--- config.mk ---
export PLATFORM = sky130hd
export DESIGN_NAME = demux4_dispatch
export DESIGN_NICKNAME = d
export VERILOG_FILES = /design/src/rtl/demux4_dispatch.sv
export SDC_FILE = /design/constraint.sdc
export NUM_CORES = 1
export LEC_CHECK = 0
export BUFFER_PORTS_ARGS = -buffer_cell sky130_fd_sc_hd__buf_2
export CAP_MARGIN = 20
export CORE_MARGIN = 5
export CORE_UTILIZATION = 45
export CTS_CLUSTER_DIAMETER = 200
export DETAILED_ROUTE_END_ITERATION = 12
export PLACE_DENSITY = 0.82
export REMOVE_ABC_BUFFERS = 1
export SETUP_SLACK_MARGIN = 0.3
export SYNTH_ARGS = -nofsm -noshare
export SYNTH_HDL_FRONTEND = slang
export SYNTH_SLANG_ARGS = --single-unit
export TNS_END_PERCENT = 50
--- constraint.sdc ---
create_clock -name clk -period 1.87 [get_ports clk]
set_input_delay 0.0935 -clock clk [delete_from_list [all_inputs] [get_ports clk]]
set_output_delay 0.0935 -clock clk [all_outputs]
set_load 0.05 [all_outputs]
--- src/rtl/demux4_dispatch.sv ---
// Registered 1-to-4 valid/ready steering block: one input stream fanned out to four
// single-entry output slots. Optional per-channel drain counters under DEMUX4_STATS_EN.
module demux4_dispatch #(
    parameter int WIDTH     = 32,
    parameter int CNT_WIDTH = 16
) (
    input  logic             clk,
    input  logic             rst_n,
    input  logic             in_valid,
    output logic             in_ready,
    input  logic [WIDTH-1:0] in_data,
    input  logic [1:0]       in_sel,
    output logic             a_valid,
    output logic             b_valid,
    output logic             c_valid,
    output logic             d_valid,
    input  logic             a_ready,
    input  logic             b_ready,
    input  logic             c_ready,
    input  logic             d_ready,
    output logic [WIDTH-1:0] a_data,
    output logic [WIDTH-1:0] b_data,
    output logic [WIDTH-1:0] c_data,
    output logic [WIDTH-1:0] d_data
`ifdef DEMUX4_STATS_EN
    ,
    output logic [CNT_WIDTH-1:0] a_count,
    output logic [CNT_WIDTH-1:0] b_count,
    output logic [CNT_WIDTH-1:0] c_count,
    output logic [CNT_WIDTH-1:0] d_count
`endif
);

    logic [3:0]       vld_p1;
    logic [3:0]       rdy;
    logic [WIDTH-1:0] data_p1 [4];
    logic             accept;

    assign rdy      = {d_ready, c_ready, b_ready, a_ready};
    // Ready looks only at the addressed slot so a stalled consumer blocks only its own traffic.
    assign in_ready = ~vld_p1[in_sel] | rdy[in_sel];
    assign accept   = in_valid & in_ready;

    // Stage p1: one-entry output slots; a load wins over a same-cycle drain.
    always_ff @(posedge clk or negedge rst_n) begin
        if (!rst_n) begin
            vld_p1 <= '0;
            for (int k = 0; k < 4; k++) begin
                data_p1[k] <= '0;
            end
        end else begin
            for (int k = 0; k < 4; k++) begin
                if (accept && (in_sel == 2'(k))) begin
                    vld_p1[k]  <= 1'b1;
                    data_p1[k] <= in_data;
                end else if (rdy[k]) begin
                    vld_p1[k] <= 1'b0;
                end
            end
        end
    end

    assign a_valid = vld_p1[0];
    assign b_valid = vld_p1[1];
    assign c_valid = vld_p1[2];
    assign d_valid = vld_p1[3];
    assign a_data  = data_p1[0];
    assign b_data  = data_p1[1];
    assign c_data  = data_p1[2];
    assign d_data  = data_p1[3];

`ifdef DEMUX4_STATS_EN
    logic [CNT_WIDTH-1:0] cnt_p1 [4];

    // Counters track completed handoffs to consumers and wrap naturally.
    always_ff @(posedge clk or negedge rst_n) begin
        if (!rst_n) begin
            for (int k = 0; k < 4; k++) begin
                cnt_p1[k] <= '0;
            end
        end else begin
            for (int k = 0; k < 4; k++) begin
                if (vld_p1[k] && rdy[k]) begin
                    cnt_p1[k] <= cnt_p1[k] + 1'b1;
                end
            end
        end
    end

    assign a_count = cnt_p1[0];
    assign b_count = cnt_p1[1];
    assign c_count = cnt_p1[2];
    assign d_count = cnt_p1[3];
`else
    // Counter width has no effect without the statistics option.
    logic [CNT_WIDTH-1:0] cnt_unused;
    assign cnt_unused = '0;
`endif

endmodule

# Word level (Yosys, flattened, before mapping)
# Index checks and enable logic that the tools add are counted.
# word_totals
regBits	132
input_bits	41
word_cells	36
# classes
n_lt_le_gt_ge	1
n_eq_ne	3
muxes	12
bitwise_logic	3
reduce_logical	9
# ops
cell	count
1-bit two-way mux	10
2-bit nonzero test	4
1-bit binary-select mux with 2-bit select	2
2-bit equality test (second input constant)	2
1-bit logical AND	4
2-bit by 3-bit less-than comparator with 1-bit output (second input constant)	1
2-bit by 1-bit equality test with 1-bit output (second input constant)	1
2-bit zero test	1
1-bit AND	1
1-bit inverter	1
1-bit bitwise OR	1

# Depth between registers and ports, before layout
# logic_depth
ltp_word	7
ltp_mapped	6
mapped_depth_nobuf	3

# Least setup slack after synthesis
# OpenSTA, ideal clock, no wires.
# synth_path
kind	reg2reg
startpoint	reg vld_p1[1]
endpoint	reg data_p1 (netlist bit b_data[10])
setup_ps	125
t_arrival_ps	1528
setup_slack_ps	217
stages_incl_launch_ff	5
path_buffers	1
synth_period_minus_slack_ps	1653
path_cell_list	dfrtp_1 nand2b_1 nor3b_4 buf_6 mux2_2
# synth_between
elab_chain_cells	6
# synth_rtl
item	line	rtl
from (decl)	34	logic [3:0] vld_p1;
from (signal assigned)	47	vld_p1 <= '0;
from (signal, indexed assignment)	54	vld_p1[k] <= 1'b1;
from (signal, indexed assignment)	57	vld_p1[k] <= 1'b0;
1-bit binary-select mux with 2-bit select	41	assign in_ready = ~vld_p1[in_sel] | rdy[in_sel];
1-bit two-way mux (not written as such)	41	
1-bit inverter	41	
1-bit bitwise OR	41	
1-bit AND	42	assign accept = in_valid & in_ready;
1-bit logical AND	53	if (accept && (in_sel == 2'(k))) begin
to (signal, indexed assignment)	55	data_p1[k] <= in_data;
to (decl)	36	logic [WIDTH-1:0] data_p1 [4];
# Every way passes these cells. The select of a mux whose other input is x is not followed.
# A chain may end at the register's enable or synchronous reset.

# Worst setup path after layout
# layout_path
startpoint	reg vld_p1[0]
endpoint	out in_ready
# layout_between
elab_chain_cells	4
# layout_rtl
item	line	rtl
1-bit binary-select mux with 2-bit select	41	
1-bit two-way mux (not written as such)	41	
1-bit inverter	41	
1-bit bitwise OR	41	
to (decl)	10	output logic in_ready,
# Every way passes these cells. The select of a mux whose other input is x is not followed.

==> impl_metrics.yaml <==
outcome:
  status: "finished clean"
cts:
  cts_root_buf: "clkbuf_8"
  clk_pin_slew_worst_paths_ns: 0.06
  cts_sinks: 132
  clockBufferDepth: 2
  cts_tree: "yes"
  cts_made_buffers: 17
  insertion_delay_ns: 0.51
  h-tree-depth: 4
power_and_ir_drop:
  p_leak_nw: 3.38
  power_density_nw_per_um2: 1570
  p_total_mw: 11.2
  peakVddDrop_mv: 0.720
synthesis:
  synth.largest_area_cell: "dfrtp_1"
  syn_inst: 292
  netlist_top_cells_count: "132 x dfrtp_1, 124 x mux2_2, 9 x buf_6"
  yosys_warnings: 0
  synth_edf_count: 0
  yosysSeqAreaShare_pct: 66.1
  synth_top_flop_cell: "dfrtp_1"
  mappedNetlistArea_um2: 5000
  post-synth-top-area-fraction_pct: 66.1
  ys_types: 16
  synth_area_leaders: "dfrtp_1 66%, mux2_2 28%, buf_6 2.0%"
  yosysMostFrequentCell: "dfrtp_1"
  avgSynthCellArea_um2: 17.1
  async_flop_share_pct: 100
  synth-seq-cells: 132
sta:
  setup_slack_ns: 0.177
  setup_viol: 0
  slew_headroom_pct: 72.4
  drv_slew: 0
  whs_ns: 0.0764
  final-hold-violation-count: 0
  period_needed_ns: 1.69
  tightest_slew_ns: 0.415
  fmax_mhz: 591
  rsz0062_at_grt: "true"
  fin_skew_ns: 0.0111
  fin_crit_sh_pct: 90.5
die:
  initial_utilization_pct: 45.9
  core-area_um2: 10900
  die_area_um2: 13300
  die_w_um: 115
  rows: 38
  die_y_um: 115
  pin_count: 174
final_layout:
  postLayoutCellArea_um2: 7100
  num_antenna_cells: 0
  multiInputGateArea_um2: 1570
  seqCellArea_um2: 3300
  area_delta_synth_final_pct: 42.0
  fill_cells: 780
  drive_gt1_share_pct: 64.7
  utilization_pct: 65.2
  nNetsFinal: 563
setup_path:
  path_buf_inv: 1
  path_max_fanout: 2
  crit_family: "multiplexers"
  cp-end-kind: "primary output"
  slowest_stage: "mux4_2"
  crit_required_ns: 1.78
  worstPathArrival_ns: 1.60
  crit_type: "reg -> out"
  crit_path_cell_trace: "nand2b_1 > mux4_2 > buf_6"
  worst_setup_path_start_kind: "register"
  worst_path_largest_cell_delay_ns: 0.49
routing:
  drt_first_pass_iters: 4
  wl_per_cell_um: 18.0
  drtIter0Drc: 124
  wirelength_mm: 12.2
  route.detailed.drc: 0
  via_count: 3320
  via_per_inst: 4.92
  ant_nets: 0
grt:
  grt_overflow_total: 0
  grt_pass1_wl_mm: 19.3
  first_global_vias: 3661
  antenna_found_initial: 0
  grt_max_degree: 69
  grt_usage_pct: 19.0
placed_design:
  place_hpwl_mm: 8.37
  gp_congestion: 0.793
  dpl_cell_area_um2: 6020
  io_buffers: 173
  place_ws_ns: 0.395
min_path:
  hold_path.class: "in -> async"
run:
  max_cap_violations: 0
-- cells by family (layout without fill, tap and decap cells) --
| group | count (synthesis) | in the layout | share of synthesized area, % |
|---|---|---|---|
| muxes | 129 | 129 | 29.3 |
| and+or+nand+nor | 15 | 15 | 1.93 |
| AOI/OAI and AO/OA | 1 | 1 | 0.100 |
| DFF | 132 | 132 | 66.1 |
| buffers and inverters | 15 | 258 | 2.63 |
-- routing by layer --
metal / GRT usage (%) / wire [um]
met1: 22.1 / 4690
met2: 32.6 / 6340
met3: 6.74 / 915
met4: 6.73 / 208
met5: 0 / 0
-- power breakdown --
group	leakage (nW)	switching [mW]	internal (mW)
combinational	1.49	2.76	0.965
clock	0.321	1.21	2.46
sequential	1.57	0.308	3.45
-- stage by stage --
step | setup TNS [ns] | std cells
final | 0 | 675
after detailed placement | 0 | 601
after floorplan | -53.83 | 277
after global placement | 0 | 601
after global routing | 0 | 675
after CTS | 0 | 673
-- state kept, by name (all words and copies together), names as in the netlist --
register,cells
d_data,32
vld_p1,4
c_data,32
a_data,32
b_data,32
-- repair_timing --
item,4_1_cts,5_1_grt
buffers inserted,0,1
hold buffers,40,1
endpoints found under the setup margin,1,1
endpoints found under the hold margin,264,1
gates resized for setup,2,0
-- layout make-up --
class                           count  share of cell area (%)
Clock buffer                       18                    6.03
Clock inverter                     14                    3.28
Multi-Input combinational cell    145                    22.2
Tap cell                          140                    2.47
Sequential cell                   132                    46.5
Timing Repair Buffer              226                    19.5
-- worst paths after layout --
kind / cells past startpoint / to / start / slack, ns
min in group clk: 4 / b_data[5]$_DFFE_PN0P_ / in_sel[1] / 0.27
max: 3 / in_ready / vld_p1[0]$_DFFE_PN0P_ / 0.18
min reg2reg: 1 / d_data[6]$_DFFE_PN0P_ / d_data[6]$_DFFE_PN0P_ / 0.49
min: 2 / a_data[24]$_DFFE_PN0P_ / rst_n / 0.08
max in group asynchronous: 3 / b_data[7]$_DFFE_PN0P_ / rst_n / 1.10
max reg2reg: 5 / a_data[1]$_DFFE_PN0P_ / vld_p1[0]$_DFFE_PN0P_ / 0.37
-- worst reg2reg max path, stage by stage (launching register included) --
cell	delay, ns
dfrtp_1	0.34
nand2b_1	0.09
buf_4	0.15
nand3b_1	0.12
buf_4	0.29
mux2_2	0.38
-- layout by cell type, fill, tap and decap left out, drive strengths merged, types with 2 or more instances in the layout --
master       count
buf            185
bufinv           6
clkbuf          18
clkinv           6
clkinvlp         2
dfrtp          132
dlygate4sd3     41
mux2           128
nand2            5
nand2b           4
nor2b            2
Note: power is estimated with default switching activity, not from simulation.
